===== src/rtl/vedic_cascaded_multiplier.sv =====
// Sequential WIDTHxWIDTH -> 2*WIDTH unsigned multiplier built on one shared HALFxHALF
// Urdhva-Tiryagbhyam core. Define VEDIC_MUL_ADDEND_EN to add the addend port (product = A*B + addend).
`timescale 1ns/1ps

module vedic_urdhva_core #(
  parameter int HALF = 16
) (
  input  logic [HALF-1:0]   a,
  input  logic [HALF-1:0]   b,
  output logic [2*HALF-1:0] p
);

  logic [31:0] col;

  // Column k collects every crosswise bit product a[i]*b[j] with i+j == k; the carry rolls into k+1.
  always_comb begin
    p   = '0;
    col = '0;
    for (int k = 0; k < 2*HALF-1; k++) begin
      for (int i = 0; i < HALF; i++) begin
        for (int j = 0; j < HALF; j++) begin
          if (i + j == k) col = col + 32'(a[i] & b[j]);
        end
      end
      p[k] = col[0];
      col  = col >> 1;
    end
    p[2*HALF-1] = col[0];
  end

endmodule

module vedic_cascaded_multiplier #(
  parameter int WIDTH = 32
) (
  input  logic               clk,
  input  logic               rst_n,
  input  logic               start,
  input  logic [WIDTH-1:0]   multiplicand,
  input  logic [WIDTH-1:0]   multiplier,
`ifdef VEDIC_MUL_ADDEND_EN
  input  logic [WIDTH-1:0]   addend,
`endif
  output logic [2*WIDTH-1:0] product,
  output logic               busy,
  output logic               done
);

  localparam int HALF = WIDTH / 2;
  localparam int PW   = 2 * WIDTH;

  typedef enum logic [2:0] {IDLE, PP0, PP1, PP2, PP3, DONE} state_t;

  state_t            state_q, state_d;
  logic [WIDTH-1:0]  a_q, b_q;
  logic [PW-1:0]     acc_q, product_q;
  logic              busy_q, done_q;
  logic [HALF-1:0]   core_a, core_b;
  logic [WIDTH-1:0]  core_p;
  logic [PW-1:0]     pp_base, pp_shifted, acc_sum, acc_init;

`ifdef VEDIC_MUL_ADDEND_EN
  assign acc_init = {{WIDTH{1'b0}}, addend};
`else
  assign acc_init = '0;
`endif

  vedic_urdhva_core #(.HALF(HALF)) u_core (
    .a (core_a),
    .b (core_b),
    .p (core_p)
  );

  // Next state and selection of the operand halves fed to the shared core.
  always_comb begin
    state_d = state_q;
    core_a  = a_q[HALF-1:0];
    core_b  = b_q[HALF-1:0];
    case (state_q)
      IDLE: if (start) state_d = PP0;
      PP0:  state_d = PP1;
      PP1: begin
        state_d = PP2;
        core_a  = a_q[WIDTH-1:HALF];
      end
      PP2: begin
        state_d = PP3;
        core_b  = b_q[WIDTH-1:HALF];
      end
      PP3: begin
        state_d = DONE;
        core_a  = a_q[WIDTH-1:HALF];
        core_b  = b_q[WIDTH-1:HALF];
      end
      DONE:    state_d = IDLE;
      default: state_d = IDLE;
    endcase
  end

  assign pp_base = {{WIDTH{1'b0}}, core_p};

  always_comb begin
    case (state_q)
      PP1, PP2: pp_shifted = pp_base << HALF;
      PP3:      pp_shifted = pp_base << WIDTH;
      default:  pp_shifted = pp_base;
    endcase
  end

  assign acc_sum = acc_q + pp_shifted;

  always_ff @(posedge clk or negedge rst_n) begin
    if (!rst_n) begin
      state_q   <= IDLE;
      a_q       <= '0;
      b_q       <= '0;
      acc_q     <= '0;
      product_q <= '0;
      busy_q    <= 1'b0;
      done_q    <= 1'b0;
    end else begin
      state_q <= state_d;
      busy_q  <= (state_d != IDLE);
      done_q  <= (state_q == PP3);
      case (state_q)
        IDLE: begin
          if (start) begin
            a_q   <= multiplicand;
            b_q   <= multiplier;
            acc_q <= acc_init;
          end
        end
        PP0, PP1, PP2: acc_q     <= acc_sum;
        PP3:           product_q <= acc_sum;
        default: ;
      endcase
    end
  end

  assign product = product_q;
  assign busy    = busy_q;
  assign done    = done_q;

endmodule


===== config.mk =====
export PLATFORM = sky130hd
export DESIGN_NAME = vedic_cascaded_multiplier
export DESIGN_NICKNAME = d
export VERILOG_FILES = /design/src/rtl/vedic_cascaded_multiplier.sv
export SDC_FILE = /design/constraint.sdc
export NUM_CORES = 1
export LEC_CHECK = 0
export ABC_AREA = 1
export BUFFER_PORTS_ARGS = -buffer_cell sky130_fd_sc_hd__buf_2
export CORE_ASPECT_RATIO = 0.7
export CORE_MARGIN = 8
export CORE_UTILIZATION = 50
export CTS_CLUSTER_SIZE = 14
export DETAILED_ROUTE_END_ITERATION = 10
export PLACE_DENSITY = 0.79
export SYNTH_ARGS = -nofsm -noshare
export SYNTH_HDL_FRONTEND = slang
export SYNTH_HIERARCHICAL = 1
export SYNTH_SLANG_ARGS = --single-unit --ignore-timing --ignore-initial --compat-mode --unroll-limit 50000

===== constraint.sdc =====
create_clock -name clk -period 77.5 [get_ports clk]
set_clock_uncertainty 0.05 [all_clocks]
set_input_delay 15.5 -clock clk [delete_from_list [all_inputs] [get_ports clk]]
set_output_delay 15.5 -clock clk [all_outputs]
set_load 0.005 [all_outputs]

======== Yosys cells after proc, flatten, opt, wreduce, memory -nomap -nowiden ========
Index checks and enable logic that the tools add are counted.
word-level totals
  register bits ........................... 197
  input bits .............................. 67
  output and inout bits ................... 66
  logic and storage cells ................. 540
cells by class
  $add $sub $neg .......................... 256
  equal/unequal tests ..................... 5
  muxes and demuxes ....................... 7
  bitwise operators ....................... 256
  reductions and logical operators ........ 9
operators with widths
  cell                                      count
  17-bit by 1-bit adder with 17-bit output  16
  18-bit by 1-bit adder with 18-bit output  15
  19-bit by 1-bit adder with 19-bit output  14
  20-bit by 1-bit adder with 20-bit output  13
  1-bit AND                                 256
  64-bit case mux with 2 select lines       2
  21-bit by 1-bit adder with 21-bit output  12
  22-bit by 1-bit adder with 22-bit output  11
  16-bit by 1-bit adder with 16-bit output  15
  23-bit by 1-bit adder with 23-bit output  10
  24-bit by 1-bit adder with 24-bit output  9
  15-bit by 1-bit adder with 15-bit output  14
  25-bit by 1-bit adder with 25-bit output  8
  14-bit by 1-bit adder with 14-bit output  13
  26-bit by 1-bit adder with 26-bit output  7
  27-bit by 1-bit adder with 27-bit output  6
  13-bit by 1-bit adder with 13-bit output  12
  28-bit by 1-bit adder with 28-bit output  5
  12-bit by 1-bit adder with 12-bit output  11
  29-bit by 1-bit adder with 29-bit output  4
  11-bit by 1-bit adder with 11-bit output  10
  10-bit by 1-bit adder with 10-bit output  9
  30-bit by 1-bit adder with 30-bit output  3
  9-bit by 1-bit adder with 9-bit output    8
  24 further kinds                          50

======== Depth between registers and ports, before layout ========
  word-level depth ........................ 262
  mapped depth ............................ 219
  mapped depth without buffers ............ 217

======== Hierarchy ========
The synthesis kept the hierarchy.
modules (own cells, without submodules)
  module                     times used  cells an instance  area an instance (um^2)  seq. area each (um^2)
  vedic_cascaded_multiplier  1           2090               13809.5                  4929.7
  vedic_urdhva_core          1           1290               9738.1                   0.0

======== Worst setup path after synthesis ========
Ideal clock, no wire load.
  path type ............................... flip-flop to flip-flop
  start ................................... reg state_q[1]
  end ..................................... reg acc_q[59]
  library setup time ...................... 118 ps
  data arrival time ....................... 62520 ps
  data required time ...................... 77332 ps
  path slack .............................. 14812 ps
  cell stages (with the launch flop) ...... 205
  path buffers ............................ 2
  period minus slack after synthesis ...... 62688 ps
  cell sequence ........................... dfrtp_1 -> nor2_2 -> inv_2 -> nor2_4 -> inv_2 -> o21ai_1 -> nand2_1 -> o21ai_0 -> clkbuf_1 -> clkbuf_1 -> nand2_1 -> inv_1 -> ha_1 -> inv_1 -> fa_1 -> inv_1 -> ha_1 -> ha_1 -> [... 169 more ...] -> inv_1 -> nand3_1 -> nand2_1 -> inv_1 -> inv_1 -> o22ai_1 -> ha_1 -> nand2_1 -> inv_1 -> nand2_1 -> nor2_1 -> nand2_1 -> nor4_1 -> nand2_1 -> nand2_1 -> nand2_1 -> nand3_1 -> nand2_1
on the way
  elaborated cells on any way between the ends .. 528
  those cells by class .................... 256 x add/sub; 5 x eq/ne; 4 x mux; 256 x bitwise; 7 x reduce/logical
RTL lines
  item                                                                                          line  text
  start: declaration                                                                            54    state_t state_q, state_d;
  start signal: assignment                                                                      122   state_q <= state_d;
  3-bit equality test / 3-bit by 2-bit equality test with 1-bit output (equally long branches)  79    case (state_q)
  2-bit OR reduction (no source line) (*)                                                       -
  16-bit 2-to-1 mux (*)                                                                         79
  via core_b[0]                                                                                 58    logic [HALF-1:0] core_a, core_b;
  1-bit AND                                                                                     22    if (i + j == k) col = col + 32'(a[i] & b[j]);
  31-bit by 1-bit adder with 31-bit output                                                      22
  30-bit by 1-bit adder with 30-bit output (3 in a row)                                         22
  29-bit by 1-bit adder with 29-bit output (4 in a row)                                         22
  [... 236 more ...]                                                                            -
  5-bit by 1-bit adder with 5-bit output (*) (4 in a row)                                       22
  4-bit by 1-bit adder with 4-bit output (*) (3 in a row)                                       22
  3-bit by 1-bit adder with 3-bit output (*) (2 in a row)                                       22
  2-bit by 1-bit adder with 2-bit output (*)                                                    22
  via core_p[31]                                                                                59    logic [WIDTH-1:0] core_p;
  64-bit case mux with 2 select lines (*)                                                       103   case (state_q)
  64-bit adder (*)                                                                              110   assign acc_sum = acc_q + pp_shifted;
  64-bit case mux with 2 select lines (*)                                                       125   case (state_q)
  end signal: assignment                                                                        130   acc_q <= acc_init;
  end signal: assignment                                                                        133   PP0, PP1, PP2: acc_q <= acc_sum;
  end: declaration                                                                              56    logic [PW-1:0] acc_q, product_q;
The timed path passes the listed nets; every way through them passes the cells marked *.
A chain may end at the register's enable or synchronous reset.

======== Worst setup path in the final report ========
  start ................................... reg state_q[1]
  end ..................................... reg product_q[53], in the netlist product[53]
on the way
  elaborated cells on any way between the ends .. 521
  those cells by class .................... 256 x add/sub; 3 x eq/ne; 3 x mux; 256 x bitwise; 3 x reduce/logical
RTL lines
  item                                                                                          line  text
  3-bit equality test / 3-bit by 2-bit equality test with 1-bit output (equally long branches)  79
  2-bit OR reduction (no source line) (*)                                                       -
  16-bit 2-to-1 mux (*)                                                                         79
  via core_a[1]                                                                                 58
  1-bit AND                                                                                     22
  31-bit by 1-bit adder with 31-bit output                                                      22
  30-bit by 1-bit adder with 30-bit output (3 in a row)                                         22
  29-bit by 1-bit adder with 29-bit output (4 in a row)                                         22
  [... 231 more ...]                                                                            -
  6-bit by 1-bit adder with 6-bit output (*) (5 in a row)                                       22
  5-bit by 1-bit adder with 5-bit output (*) (4 in a row)                                       22
  4-bit by 1-bit adder with 4-bit output (*) (3 in a row)                                       22
  3-bit by 1-bit adder with 3-bit output (*) (2 in a row)                                       22
  2-bit by 1-bit adder with 2-bit output (*)                                                    22
  via core_p[31]                                                                                59
  64-bit case mux with 2 select lines (*)                                                       103
  64-bit adder (*)                                                                              110
  end signal: assignment                                                                        134   PP3: product_q <= acc_sum;
  end: declaration                                                                              56
Marks and branches as above.

==> summary.txt <==
Logic synthesis
  – Post-synth EDFFs: 0
  – #FFs+latches synth: 197
  – Area leader, netlist: dfrtp_1
  – Post-Synthesis Cells: 3380
  – Synth Flop Type: dfrtp_1
  – FFs w/ async S/R, synth: 100%
  – Net count after synthesis: 3846
  – Syn Std Cell Area: 23500 µm²
  – Synth warn: 6
  – Top cells by area, synth: dfrtp_1, nand2_1, fa_1
  – Area fraction of the dominant cell type after synthesis: 20.9%
  – Seq/Total Area, Yosys: 20.9%
  – Count of different cell masters after synthesis: 49
  – Mapped Avg Cell Area: 6.97 µm²

Global route
  – Vias in the first global route: 20880
  – Antenna violations before repair: 0
  – GR Util All Layers: 27.1%
  – Largest net degree at the start of global routing: 84
  – Global-route wire length before repair: 116000 µm
  – Global route overflow: 0

Place
  – I/O Buffers: 132
  – Placed Area: 24800 µm²
  – RD Place Congestion: 1.04
  – Dpl hpwl: 58000 µm

STA
  – Worst-margin pin slew: 1100 ps
  – Tmin final: 67080 ps
  – F_max: 14.9 MHz
  – Total negative setup slack: 0 ps
  – Unrepaired setup endpoints after global routing: false
  – Fin. Hold Viols: 0
  – Max_slew headroom: 26.6%
  – Final Setup Violations: 0
  – Tcrit/Tclk final: 86.6%
  – Max Slew Vio Count: 0

Clocking
  – Post-CTS Resized: 0
  – CTS buffer count: 17
  – H-tree depth: 4
  – Clock Tree Buf Depth: 2
  – Postcts setup bufs: 0
  – Worst-path clk slew: 90 ps
  – # hold bufs at CTS: 0
  – TritonCTS sink count: 197
  – CTS root buffer: clkbuf_16
  – Clk Latency, worst-skew pair: 490 ps
  – CTS tree: yes

Route
  – Routed WL per cell: 17.9 µm
  – DRT iter0 DRCs: 2165
  – Drt via density: 5.28
  – Vias: 21511
  – Drt total wl: 73000 µm
  – First-pass detailed-route iteration total: 5
  – Drt drc: 0
  – Number of routed nets with antenna violations: 0

Layout
  – Fin util: 54.7%
  – Post-layout nets: 3915
  – Post-route design area: 25400 µm²
  – Ant diodes: 0
  – Fraction of layout cells with a size suffix above 1: 8.95%
  – Area growth syn-to-layout: 8.04%

Critical path
  – Critical Path RT: 77820 ps
  – Critical-path top delay cell: clkinv_2
  – Element type at the critical path end: flop
  – Setup crit start kind: flop
  – CP dominant cell by count: fa_1
  – Crit path max fanout: 43
  – Worst path arrival time: 67410 ps
  – Max incr delay on CP: 730 ps
  – Setup CP Type: flop to flop

Die
  – DIE AREA: 54400 µm²
  – Die W: 275 µm
  – Initial Util: 50.6%
  – Top Ports: 133
  – Core Region: 46500 µm²
  – Die height: 198 µm
  – Site row count: 66

Outcome
  – Status: completed

Flow run
  – Max-cap violations: 0

Worst hold path
  – Worst min path class: flop to flop
==> path summary, 6_finish.rpt <==
check                      depth (start not counted)                       to                    start  slack, ps
min reg2reg                                        2  product[37]$_DFFE_PN0N_  product[37]$_DFFE_PN0N_        430
max in group asynchronous                          2      a_q[10]$_DFFE_PN0P_                    rst_n      61060
min                                                2  product[37]$_DFFE_PN0N_  product[37]$_DFFE_PN0N_        430
max                                              203  product[53]$_DFFE_PN0N_     state_q[1]$_DFF_PN0_      10420
max reg2reg                                      203  product[53]$_DFFE_PN0N_     state_q[1]$_DFF_PN0_      10420
min in group asynchronous                          1  product[10]$_DFFE_PN0N_                    rst_n      14940
==> stage by stage <==
stage	setup slack, ps	instances	hold slack, ps
2_1_floorplan	14810	3380	406
3_3_place_gp	11470	4042	410
3_5_place_dp	10490	4042	408
4_1_cts	10380	4074	435
5_1_grt	7550	4074	452
6_report	10420	4074	432
==> flip-flops by register name, summed over array words and instances, names as in the netlist <==
| register | count |
|---|---|
| a_q | 32 |
| acc_q | 64 |
| b_q | 32 |
| busy | 1 |
| done | 1 |
| product | 64 |
| state_q | 3 |
==> kinds of logic after synthesis <==
group / share of synthesized area (%)
flops: 20.9
mux: 3.06
buf+inv: 13.6
fa+ha+maj: 26.7
compound gates: 5.62
xor+xnor: 3.24
simple gates: 26.9
==> synthesized netlist by cell type, types with 3 or more instances <==
cell         n
nand4_1     15
buf_1        4
nand2_2     13
xnor2_1     39
o21ai_1      5
or2_2        3
nor3_1      12
o21ai_0     76
nor3_2       4
nand3_2      8
o21bai_1    10
nand3b_1    12
nand2_4      6
a21oi_1     96
and2_1       8
a211oi_1     4
inv_2        6
nand2_1   1142
inv_1      727
clkbuf_1    94
nand3_1    144
xor2_1      48
ha_1       228
a21o_1       5
fa_1       171
mux2_2      55
o22ai_1     32
mux2_1       9
dfrtp_1    197
nor2_1     172
buf_2       13
==> area by class of cell <==
| class | instances | area [µm²] |
|---|---|---|
| clock buffers | 17 | 425 |
| clock inverters | 15 | 210 |
| flip-flops and latches | 197 | 4930 |
| multi-input cells | 2336 | 15500 |
| fillers | 4390 | 21100 |
| inverters | 735 | 2770 |
| well taps | 612 | 766 |
| repair buffers | 162 | 895 |
==> critical path, delay by kind of cell (launching register included) <==
kind,cells,cell delay (ps)
AND/OR/NAND/NOR,19,2990
adder cells (fa/ha/maj),129,58630
AO/OA/AOI/OAI,1,70
buffers and inverters,52,4120
XOR/XNOR,1,150
flip-flops,1,410
multiplexers,1,530
==> cell usage in the layout (no fill, tap or decap), types with 39 or more instances in the layout <==
master      n
a21oi_1    96
buf_2     131
dfrtp_1   197
fa_1      171
ha_1      228
inv_1     726
mux2_2     55
nand2_1  1142
nand3_1   143
nor2_1    171
o21ai_0    60
xnor2_1    39
xor2_1     48
==> layer usage <==
layer  vias to the layer above  wire length, µm  global-route usage, %
met5                         -                0                      0
met1                     10048            33600                   40.4
met2                      1031            29100                   38.6
met3                       116             8790                   7.50
li1                      10316                -                      -
met4                         0             1410                   6.25
Power is left out: the tool's default activity adds up to more than one toggle a clock period on the data nets, which glitch-free logic cannot reach.
